File: config.mk
export PLATFORM = sky130hd
export DESIGN_NAME = square_anim_ctrl
export DESIGN_NICKNAME = d
export VERILOG_FILES = /design/src/rtl/square_anim_ctrl.sv
export SDC_FILE = /design/constraint.sdc
export NUM_CORES = 1
export LEC_CHECK = 0
export CORE_MARGIN = 2
export CORE_UTILIZATION = 55
export DETAILED_ROUTE_END_ITERATION = 6
export DONT_BUFFER_PORTS = 1
export GPL_TIMING_DRIVEN = 0
export PLACE_DENSITY = 0.78
export SLEW_MARGIN = 20
export SYNTH_ARGS = -nofsm -noshare
export SYNTH_HDL_FRONTEND = slang
export SYNTH_SLANG_ARGS = --single-unit
File: constraint.sdc
create_clock -name i_clk -period 3.5 [get_ports i_clk]
set_clock_uncertainty 0.1 [all_clocks]
set_input_delay 0.175 -clock i_clk [delete_from_list [all_inputs] [get_ports i_clk]]
set_output_delay 0.175 -clock i_clk [all_outputs]
set_load 0.005 [all_outputs]
File: src/rtl/square_anim_ctrl.sv
// Animation controller for the VGA square demo.
// Keeps position and direction for N_SQ squares, advances them one square per
// clock during vertical blank, bounces them off the screen edges, and returns a
// registered per-square hit vector for the current pixel.
module square_anim_ctrl #(
    parameter int N_SQ  = 4,
    parameter int SIZE  = 160,
    parameter int SPEED = 1,
    parameter int H_RES = 640,
    parameter int V_RES = 480
) (
    input  logic            i_clk,
    input  logic            i_rst_n,
    input  logic            i_pix_stb,
    input  logic            i_animate,
    input  logic            i_pause,
    input  logic [9:0]      i_x,
    input  logic [8:0]      i_y,
    output logic [N_SQ-1:0] o_sq,
    output logic            o_busy,
    output logic            o_done,
    output logic            o_overrun
);

    localparam int IDX_W = (N_SQ > 1) ? $clog2(N_SQ) : 1;

    // All position arithmetic is 11-bit unsigned; the largest intermediate
    // (L + SIZE + SPEED) stays far below 2048, so nothing wraps.
    localparam logic [10:0] SZ    = 11'(SIZE);
    localparam logic [10:0] SP    = 11'(SPEED);
    localparam logic [10:0] X_MAX = 11'(H_RES - 1);
    localparam logic [10:0] Y_MAX = 11'(V_RES - 1);
    localparam logic [10:0] X_LIM = 11'(H_RES - 1 - SIZE);
    localparam logic [10:0] Y_LIM = 11'(V_RES - 1 - SIZE);

    typedef enum logic [1:0] {ST_IDLE, ST_UPD, ST_FIN} state_t;

    typedef struct packed {
        logic [10:0] pos;
        logic        dir_pos;   // 1 = moving towards larger coordinates
    } axis_t;

    state_t            state_q;
    logic [IDX_W-1:0]  idx_q;
    logic              busy_q;
    logic              done_q;
    logic              overrun_q;

    logic [10:0]       l_q [N_SQ];
    logic [10:0]       t_q [N_SQ];
    logic [N_SQ-1:0]   dx_q;
    logic [N_SQ-1:0]   dy_q;
    logic [N_SQ-1:0]   sq_q;

    axis_t             x_d;
    axis_t             y_d;
    logic [N_SQ-1:0]   sq_d;

    // One axis step with edge bounce: the far edge clamps so the square's
    // right/bottom side lands on the last visible pixel, the near edge clamps to 0.
    function automatic axis_t axis_step(input logic [10:0] pos,
                                        input logic        dir_pos,
                                        input logic [10:0] res_max,
                                        input logic [10:0] lim);
        axis_t r;
        r.pos     = pos;
        r.dir_pos = dir_pos;
        if (dir_pos) begin
            if (pos + SZ + SP > res_max) begin
                r.pos     = lim;
                r.dir_pos = 1'b0;
            end else begin
                r.pos = pos + SP;
            end
        end else begin
            if (pos < SP) begin
                r.pos     = '0;
                r.dir_pos = 1'b1;
            end else begin
                r.pos = pos - SP;
            end
        end
        return r;
    endfunction

    // Next position/direction of the square currently addressed by idx
    always_comb begin
        x_d = axis_step(l_q[idx_q], dx_q[idx_q], X_MAX, X_LIM);
        y_d = axis_step(t_q[idx_q], dy_q[idx_q], Y_MAX, Y_LIM);
    end

    // Exclusive-interior hit test of the current pixel against every square
    always_comb begin
        sq_d = '0;
        for (int k = 0; k < N_SQ; k++) begin
            sq_d[k] = ({1'b0, i_x} > l_q[k]) && ({1'b0, i_x} < l_q[k] + SZ) &&
                      ({2'b0, i_y} > t_q[k]) && ({2'b0, i_y} < t_q[k] + SZ);
        end
    end

    // Sequencer: IDLE -> UPD (one square per clock) -> FIN -> IDLE, registered flags
    always_ff @(posedge i_clk or negedge i_rst_n) begin
        if (!i_rst_n) begin
            state_q   <= ST_IDLE;
            idx_q     <= '0;
            busy_q    <= 1'b0;
            done_q    <= 1'b0;
            overrun_q <= 1'b0;
        end else begin
            done_q <= 1'b0;
            case (state_q)
                ST_IDLE: begin
                    if (i_animate) begin
                        state_q <= ST_UPD;
                        idx_q   <= '0;
                        busy_q  <= 1'b1;
                    end
                end
                ST_UPD: begin
                    if (i_animate) overrun_q <= 1'b1;
                    if (idx_q == IDX_W'(N_SQ - 1)) begin
                        state_q <= ST_FIN;
                        done_q  <= 1'b1;
                    end else begin
                        idx_q <= idx_q + IDX_W'(1);
                    end
                end
                ST_FIN: begin
                    // A pulse landing here is still inside the sequence: drop it.
                    if (i_animate) overrun_q <= 1'b1;
                    state_q <= ST_IDLE;
                    idx_q   <= '0;
                    busy_q  <= 1'b0;
                end
                default: begin
                    state_q <= ST_IDLE;
                    idx_q   <= '0;
                    busy_q  <= 1'b0;
                end
            endcase
        end
    end

    // Square state: reset to the staggered start layout, update one square per UPD cycle
    always_ff @(posedge i_clk or negedge i_rst_n) begin
        if (!i_rst_n) begin
            for (int k = 0; k < N_SQ; k++) begin
                l_q[k] <= 11'(120 + 80 * k);
                t_q[k] <= 11'(40 + 80 * k);
            end
            dx_q <= '1;
            dy_q <= '1;
        end else if (state_q == ST_UPD && !i_pause) begin
            l_q[idx_q]  <= x_d.pos;
            dx_q[idx_q] <= x_d.dir_pos;
            t_q[idx_q]  <= y_d.pos;
            dy_q[idx_q] <= y_d.dir_pos;
        end
    end

    // Hit vector is captured on pixel strobes only and held in between
    always_ff @(posedge i_clk or negedge i_rst_n) begin
        if (!i_rst_n) begin
            sq_q <= '0;
        end else if (i_pix_stb) begin
            sq_q <= sq_d;
        end
    end

    assign o_sq      = sq_q;
    assign o_busy    = busy_q;
    assign o_done    = done_q;
    assign o_overrun = overrun_q;

endmodule

== Word level (Yosys, flattened, before mapping) ==
Cells that the tools add are included.
Word-level totals
  logic and storage cells: 125
  output and inout port bits: 7
  flip-flop bits (word level): 107
  input port bits: 24
Cells by class
  add/sub/neg operators: 17
  reduce and logical (&&, ||, !) cells: 22
  $lt $le $gt $ge: 24
  eq/ne operators: 6
  bitwise operators: 2
  muxes and demuxes: 38
Operators with widths (count)
  adder 11 x 8 -> 11 bit (second input constant): 10
  2-to-1 mux 11 bit: 9
  bitwise mux 44 bit: 2
  adder 11 x 1 -> 11 bit (second input constant): 4
  binary-select mux 11 bit (select 2 bit): 2
  greater-than comparator 10 x 11 -> 1 bit: 4
  greater-than comparator 9 x 11 -> 1 bit: 4
  less-than comparator 10 x 11 -> 1 bit: 4
  less-than comparator 9 x 11 -> 1 bit: 4
  2-to-1 mux 12 bit: 2
  demux 11 bit (select 2 bit): 1
  less-than comparator 11 x 1 -> 1 bit (second input constant): 2
  subtractor 11 x 1 -> 11 bit (second input constant): 2
  logical AND 1 bit: 15
  greater-than comparator 11 x 10 -> 1 bit (second input constant): 1
  greater-than comparator 11 x 9 -> 1 bit (second input constant): 1
  2-to-1 mux 1 bit: 10
  bitwise mux 4 bit: 2
  2-to-1 mux 2 bit: 4
  one-hot mux 2 bit (2 select lines): 2
  AND reduction 2 bit: 4
  != test 2 bit (second input constant): 3
  binary-select mux 1 bit (select 2 bit): 2
  equality test 2 bit (second input constant): 2
  other kinds (13): 13

== Logic depth before layout (Yosys ltp) ==
Gate-level depths: netlist of run 1.
  depth in word-level cells: 10
  depth in mapped cells: 14
  mapped depth without buffers: 10

== Worst setup path before layout of run 1 ==
Ideal clock, no wire load.
  kind: reg-to-reg
  from: register idx_q[0]
  to: register t_q[40] (netlist bit)
  required time: 3268 ps
  cell stages (with the launch flop): 14
  buffers on the path: 4
  setup time: 132 ps
  period minus slack after synthesis: 3324 ps
  arrival: 3092 ps
  slack: 176 ps
  cell sequence: dfrtp_1 -> buf_6 -> buf_8 -> buf_12 -> mux4_2 -> ha_1 -> a41o_1 -> nor4_1 -> nor3_1 -> o2111ai_1 -> buf_4 -> nor3b_1 -> o31ai_2 -> o21ai_1
On the way
  word-level cells in the longest chain between the ends: 10
  elaborated cells on any way between the ends: 21
  those cells by class: add/sub: 4; order compare: 4; mux: 11; bitwise: 1; reduce/logical: 1
RTL lines
  from (decl): line 44  | logic [IDX_W-1:0] idx_q;
  from (signal assigned): line 125  | idx_q <= idx_q + IDX_W'(1);
  inverter 2 -> 3 bit (implied by the code): line 89, 156
  binary-select mux 11 bit (select 2 bit): line 89  | y_d = axis_step(t_q[idx_q], dy_q[idx_q], Y_MAX, Y_LIM);
  2-to-1 mux 11 bit (implied by the code) (2 in series): line 89
  adder 11 x 8 -> 11 bit: line 69  | if (pos + SZ + SP > res_max) begin
  adder 11 x 1 -> 11 bit: line 69
  greater-than comparator 11 x 9 -> 1 bit: line 69
  2-to-1 mux 11 bit: line 69
  2-to-1 mux 12 bit: line 68  | if (dir_pos) begin
  bitwise mux 44 bit (*): line 156  | t_q[idx_q] <= y_d.pos;
  to (signal, indexed assignment): line 149  | t_q[k] <= 11'(40 + 80 * k);
  to (signal, indexed assignment): line 156
  to (decl): line 50  | logic [10:0] t_q [N_SQ];
Mark *: on every way between the ends. The rest lies on a longest branch, timed or not. The select of a mux whose other input is x is not followed.
A chain may end at the register's enable or synchronous reset.

== Final worst setup path of run 1 ==
  from: register idx_q[0]
  to: register t_q[5] (netlist bit)
Same word-level chain as after synthesis.

==> summary.txt, run 1 <==
Timing
  • Crit share post-route: 0.995
  • Setup TNS: 0 ps
  • Slew headroom: 0.438
  • Max Clk Rate: 287 MHz
  • Minimum clock period: 3480 ps
  • Final Hold Fails: 0
  • RSZ-0062 raised after global routing: yes
  • WHS: 21.3 ps
  • Final setup fails: 0
  • Slew Viols, Final: 0
  • Worst-Margin Slew: 842 ps

Die
  • Die W: 134 um
  • Starting Density: 0.559
  • Die Y: 134 um
  • Row count: 47
  • IO Count: 31
  • DIE AREA: 0.0178 mm2
  • Core area: 0.0165 mm2

Detailed routing
  • Final Routed Wirelength: 26300 um
  • Avg WL per Cell: 19.9 um
  • Drt pass-1 iters: 5
  • 1st-iter DRT viols: 686
  • Residual DRC: 0
  • Vias: 8366
  • Antenna-violating nets left: 0
  • Vias per cell: 6.33

Clocking
  • Worst-Skew Late Latency: 360 ps
  • CTS sink cnt: 107
  • Clock transition at path regs: 80 ps
  • CTS tree: built
  • CTS max path bufs: 2
  • CTS H-tree lvls: 3
  • Root buf cell: clkbuf_16
  • Num CTS Buffers: 9

Synth
  • Seq/Total Area, Yosys: 0.295
  • Most area-consuming cells after synthesis: dfrtp_1, ha_1, dfstp_2
  • Main synth FF type: dfrtp_1
  • Cell taking the most area after synthesis: dfrtp_1
  • YS warnings: 0
  • Mapped Area: 0.00924 mm2
  • Synthesized instance count: 1060
  • Yosys cell types: 75
  • #FFs+latches synth: 107
  • Share of Yosys cell area claimed by the top area cell type: 0.198
  • Asr flop ratio synth: 1.00
  • Post-Syn Nets: 1216
  • Mean Syn Cell Area: 8.71 um2
  • Post-synth EDFFs: 0

Placed design
  • RD Place Congestion: 0.938
  • HPWL Detailed: 19600 um
  • Count of port buffers added during placement: 0
  • Placed inst area: 0.00951 mm2
  • Inst Count DP: 1280

Critical path
  • Worst EP arrival: 3600 ps
  • Setup slack, reg-to-reg: 20 ps
  • CP Capture Type: register
  • Crit path launch: idx_q[0]
  • Reg2reg start: idx_q[0]
  • R2R cell count: 13
  • Worst Path Max Fanout: 10
  • Critical Path Source Type: register
  • Setup CP Type: register to register
  • Worst reg2reg path endpoint: t_q[5]
  • Crit path capture: t_q[5]
  • Critical Path RT: 3620 ps

Pwr
  • Internal: 5040 uW
  • Switch share: 0.492
  • Pwr dens: 964 mW/mm2
  • Comb pwr share: 0.646
  • Clock share of power: 0.104
  • Sw power: 4890 uW
  • Design Power: 9930 uW
  • Worst vdd ir: 351 uV
  • Sequential fraction of design power: 0.250
  • Pleak: 0.00438 uW

Cells and area
  • Antenna Cells: 0
  • Nets: 1253
  • Share of layout cells above drive strength 1: 0.135
  • Area Overhead vs Synth: 11.5%
  • Non-filler instance count after layout: 1322
  • Final instance area: 0.0103 mm2

Run status
  • Status: complete, no violations

Min path
  • Hold WC Path Type: primary input to register

Global route
  • GRT met2 Usage: 0.477
  • Initial antenna violation count: 0
  • GRT Total Usage: 0.299
  • Largest net degree at the start of global routing: 108
  • Grt peak-use layer: met2
  • Routing usage on met3: 0.0666
  • Global routing usage on met1: 0.411
  • Remaining Overflow, GRT: 0
  • Vias in the first global route: 8053
  • First-pass GRT wire length: 41800 um

Job
  • Max Cap Viol: 0
-- how the worst min path moves through the flow --
stage               from    endpoint  slack [ps]  cells after the start
2_1_floorplan    i_rst_n    idx_q[0]        -220                      0
6_report       i_animate  state_q[1]          20                      2
5_1_grt        i_animate  state_q[1]          60                      2
3_3_place_gp     i_rst_n     l_q[13]        -210                      0
3_5_place_dp     i_rst_n     l_q[12]        -210                      0
4_1_cts        i_animate  state_q[1]          10                      2
-- Yosys cell counts, types with 5 or more instances --
library cell	number
dfstp_2	34
ha_1	132
and2_1	6
xor2_1	15
nor3_1	24
dfrtp_1	73
inv_1	110
o21ai_0	131
buf_2	8
nand2b_1	8
or3_1	6
nor2b_1	8
xnor2_1	26
clkbuf_1	29
a21o_1	9
o2111ai_1	5
nand2_1	144
nand4_1	14
nand3_1	15
a21oi_1	45
o21a_1	22
a211oi_1	9
nor4_1	12
mux4_2	23
o21ai_1	19
nor2_1	34
a32o_1	6
and3_1	6
o211ai_1	6
-- worst max-delay path, stage by stage, from the launching register on --
cell and delay (ps):
dfrtp_1 390, buf_12 140, buf_12 140, buf_12 120, mux4_2 590, ha_4 210, a41o_1 220, nor4b_1 170
nor3_1 280, o2111ai_2 160, buf_4 220, o21a_1 220, a31oi_4 240, o21ai_0 140
-- cell type report --
| cell class | instances | area, um2 |
|---|---|---|
| flip-flops and latches | 107 | 2720 |
| clock buffers | 11 | 253 |
| inverters | 110 | 413 |
| multi-input cells | 802 | 6090 |
| fillers | 1370 | 6220 |
| well taps | 220 | 275 |
| plain buffers | 40 | 235 |
| clock inverters | 5 | 42.5 |
| repair buffers | 27 | 272 |
-- power groups by stage --
stage / clock [uW] / sequential, uW / combinational [uW]
after floorplan: 0 / 2210 / 4330
after detailed placement: 0 / 2470 / 5620
after global placement: 0 / 2430 / 5460
final: 1040 / 2480 / 6420
after global routing: 1090 / 2540 / 7090
after CTS: 1040 / 2440 / 5900
-- state kept, by name, summed over array words and instances (netlist names), 2 cells and up --
name,count
state_q,2
dy_q,4
l_q,44
o_sq,4
t_q,44
dx_q,4
idx_q,2
-- per-stage QoR --
step | setup WS [ps] | utilization
after floorplan | 176 | -
after global routing | -141 | 0.623
final | 15.8 | 0.623
after CTS | 7.14 | 0.604
after global placement | -590 | 0.576
after detailed placement | -643 | 0.576
-- layout by cell type (no fill, tap or decap), types with 6 or more instances in the layout --
master and n:
a211oi_1 9, a21o_1 9, a21oi_1 44, a32o_1 6
and2_1 6, and3_1 6, buf_12 6, buf_4 20
clkbuf_1 27, clkbuf_16 9, dfrtp_1 73, dfstp_2 34
ha_1 130, inv_1 110, mux4_2 23, nand2_1 144
nand2b_1 8, nand3_1 15, nand4_1 14, nor2_1 34
nor2b_1 8, nor3_1 22, nor4_1 10, o211ai_1 6
o21a_1 22, o21ai_0 127, o21ai_1 20, or3_1 6
xnor2_1 26, xor2_1 14
-- per-layer routing --
| metal | share of wire | wire length (um) | vias up |
|---|---|---|---|
| met1 | 0.42 | 11100 | 4035 |
| met3 | 0.092 | 2410 | 58 |
| met4 | 0.023 | 598 | 0 |
| li1 | - | - | 3884 |
| met5 | 0 | 0 | - |
| met2 | 0.46 | 12200 | 389 |
-- cells by family (layout without fill, tap and decap cells) --
| logic type | count (synthesis) | count (layout) | share of synthesized area |
|---|---|---|---|
| AO/OA/AOI/OAI | 303 | 303 | 0.204 |
| AND/OR/NAND/NOR | 300 | 300 | 0.157 |
| buffers and inverters | 151 | 193 | 0.0667 |
| adder cells (fa/ha/maj) | 132 | 132 | 0.179 |
| flip-flops | 107 | 107 | 0.295 |
| XOR/XNOR | 41 | 41 | 0.0389 |
| multiplexers | 26 | 26 | 0.0595 |
-- what timing repair did --
action                                  4_1_cts  5_1_grt
pin swaps                                     4        6
hold buffers                                  4        0
gates resized for setup                      18       30
cloned                                        0        0
endpoints found under the setup margin       64       89
buffers inserted                              5       18
hold endpoints to repair                    112        0
Note: power is estimated with default switching activity, not from simulation.
==> inputs of run 2 (changes only) <==
==> constraint.sdc (replaced) <==
create_clock -name i_clk -period 3.5 [get_ports i_clk]
set_clock_uncertainty 0.1 [all_clocks]
set_input_delay 0 -clock i_clk [delete_from_list [all_inputs] [get_ports i_clk]]
set_output_delay 0 -clock i_clk [all_outputs]
set_load 0.005 [all_outputs]
==> summary.txt, run 2 (synthesized netlist as in run 1, its figures left out) <==
Timing
  • Final Hold Fails: 0
  • Crit share post-route: 0.995
  • RSZ-0062 raised after global routing: yes
  • Setup TNS: 0 ps
  • Final setup fails: 0
  • Slew Viols, Final: 0
  • Worst-Margin Slew: 855 ps
  • Minimum clock period: 3480 ps
  • Max Clk Rate: 287 MHz
  • Slew headroom: 0.430
  • WHS: 6.26 ps

Global route
  • Largest net degree at the start of global routing: 108
  • Initial antenna violation count: 0
  • Remaining Overflow, GRT: 0
  • GRT Total Usage: 0.300
  • First-pass GRT wire length: 42000 um
  • Vias in the first global route: 8064

Clocking
  • Worst-Skew Late Latency: 360 ps
  • Clock transition at path regs: 80 ps
  • CTS tree: built
  • CTS max path bufs: 2
  • CTS H-tree lvls: 3
  • Root buf cell: clkbuf_16
  • Num CTS Buffers: 9
  • CTS sink cnt: 107

Placed design
  • Count of port buffers added during placement: 0
  • HPWL Detailed: 19600 um
  • Inst Count DP: 1280
  • Placed inst area: 0.00951 mm2
  • RD Place Congestion: 0.938

Critical path
  • Setup slack, reg-to-reg: 20 ps
  • Slowest CP cell: mux4_2
  • R2R cell count: 13
  • Delay-heaviest family, CP: compound AO/OA/AOI/OAI gates
  • Critical Path RT: 3670 ps
  • Setup CP Type: register to register
  • Worst reg2reg path endpoint: t_q[39]
  • Reg2reg start: idx_q[0]
  • Critical path's largest stage delay: 590 ps
  • Levels on crit path: 13
  • Critical Path Source Type: register
  • Crit-path cells: buf_12 -> buf_12 -> buf_12 -> mux4_2 -> ha_4 -> a41o_1 -> nor4b_1 -> nor3_1 -> o2111ai_2 -> buf_6 -> o311ai_2 -> o31ai_4 -> o21ai_0
  • Worst EP arrival: 3650 ps
  • CP Capture Type: register
  • Crit path capture: t_q[39]
  • Crit path launch: idx_q[0]
  • Crit path top cell by count: buf_12
  • Worst Path Max Fanout: 9
  • Buf/Inv on CP: 4

Die
  • Starting Density: 0.559
  • Core area: 0.0165 mm2
  • DIE AREA: 0.0178 mm2
  • Die W: 134 um
  • Die Y: 134 um
  • IO Count: 31
  • Row count: 47

Detailed routing
  • Vias: 8366
  • Avg WL per Cell: 19.9 um
  • Vias per cell: 6.30
  • Residual DRC: 0
  • Final Routed Wirelength: 26500 um
  • Antenna-violating nets left: 0
  • Drt pass-1 iters: 5
  • 1st-iter DRT viols: 780

Pwr
  • Switch share: 0.492
  • Worst vdd ir: 351 uV
  • Sequential fraction of design power: 0.249
  • Pwr dens: 963 mW/mm2
  • Internal: 5060 uW
  • Sw power: 4910 uW
  • Clock share of power: 0.104
  • Pleak: 0.00441 uW
  • Comb pwr share: 0.647

Cells and area
  • Final instance area: 0.0104 mm2
  • Area Overhead vs Synth: 12.2%
  • Nets: 1259
  • Share of layout cells above drive strength 1: 0.135
  • Leading cell types in the layout, fill and taps excluded: nand2_1, ha_1, o21ai_0
  • Antenna Cells: 0
  • Top flop regs: l_q (44), t_q (44)
  • Non-filler instance count after layout: 1328
  • Most common cell after layout, fill and taps aside: nand2_1

Min path
  • Hold WC Path Type: primary input to register

Run status
  • Status: complete, no violations

Job
  • Max Cap Viol: 0
run 2: timing repair:
item	CTS	global route
endpoints found under the hold margin	117	0
buffers inserted	5	19
resized for setup	18	30
pin swaps	4	6
hold buffers	9	0
gates cloned	0	0
endpoints found under the setup margin	64	89
run 2: routing by layer:
layer | part of all wire | global-route usage | vias up
li1 | - | - | 3887
met1 | 0.43 | 0.416 | 4039
met2 | 0.47 | 0.480 | 392
met3 | 0.090 | 0.0654 | 48
met4 | 0.019 | 0.0792 | 0
met5 | 0 | 0 | -
run 2: power groups by stage:
stage	Combinational [uW]	Clock (uW)	Sequential, uW
3_5_place_dp	5620	0	2470
4_1_cts	5920	1040	2440
5_1_grt	7120	1090	2540
3_3_place_gp	5460	0	2430
6_report	6460	1040	2480
2_1_floorplan	4330	0	2210
run 2: layout make-up:
type                            count  area [um2]
Clock buffer                       11         253
Clock inverter                      5        42.5
Inverter                          110         413
Sequential cell                   107        2720
Tap cell                          220         275
Timing Repair Buffer               33         329
Buffer                             40         235
Multi-Input combinational cell    802        6090
Fill cell                        1366        6170
run 2: worst min path at each step:
stage / from / slack, ps / to / cells after the start
after global routing: i_y[7] / 70 / o_sq[1] / 3
after global placement: i_rst_n / -390 / l_q[13] / 0
after floorplan: i_rst_n / -400 / idx_q[0] / 0
after detailed placement: i_rst_n / -390 / l_q[12] / 0
final: i_y[8] / 6 / o_sq[1] / 4
after CTS: i_y[8] / 10 / o_sq[1] / 4
run 2: worst reg2reg max path, delay by kind of cell, from the launching register on:
family          cells  cell delay, ps
buf+inv             4             570
mux                 1             590
flops               1             390
compound gates      5            1080
simple gates        2             460
fa+ha+maj           1             210
run 2: per-stage QoR:
stage,total power (uW),setup WS [ps],util
final,9970,18.4,0.627
after CTS,9400,7.14,0.607
after global routing,10700,-141,0.627
after detailed placement,8090,-643,0.576
after floorplan,6540,176,-
after global placement,7890,-590,0.576
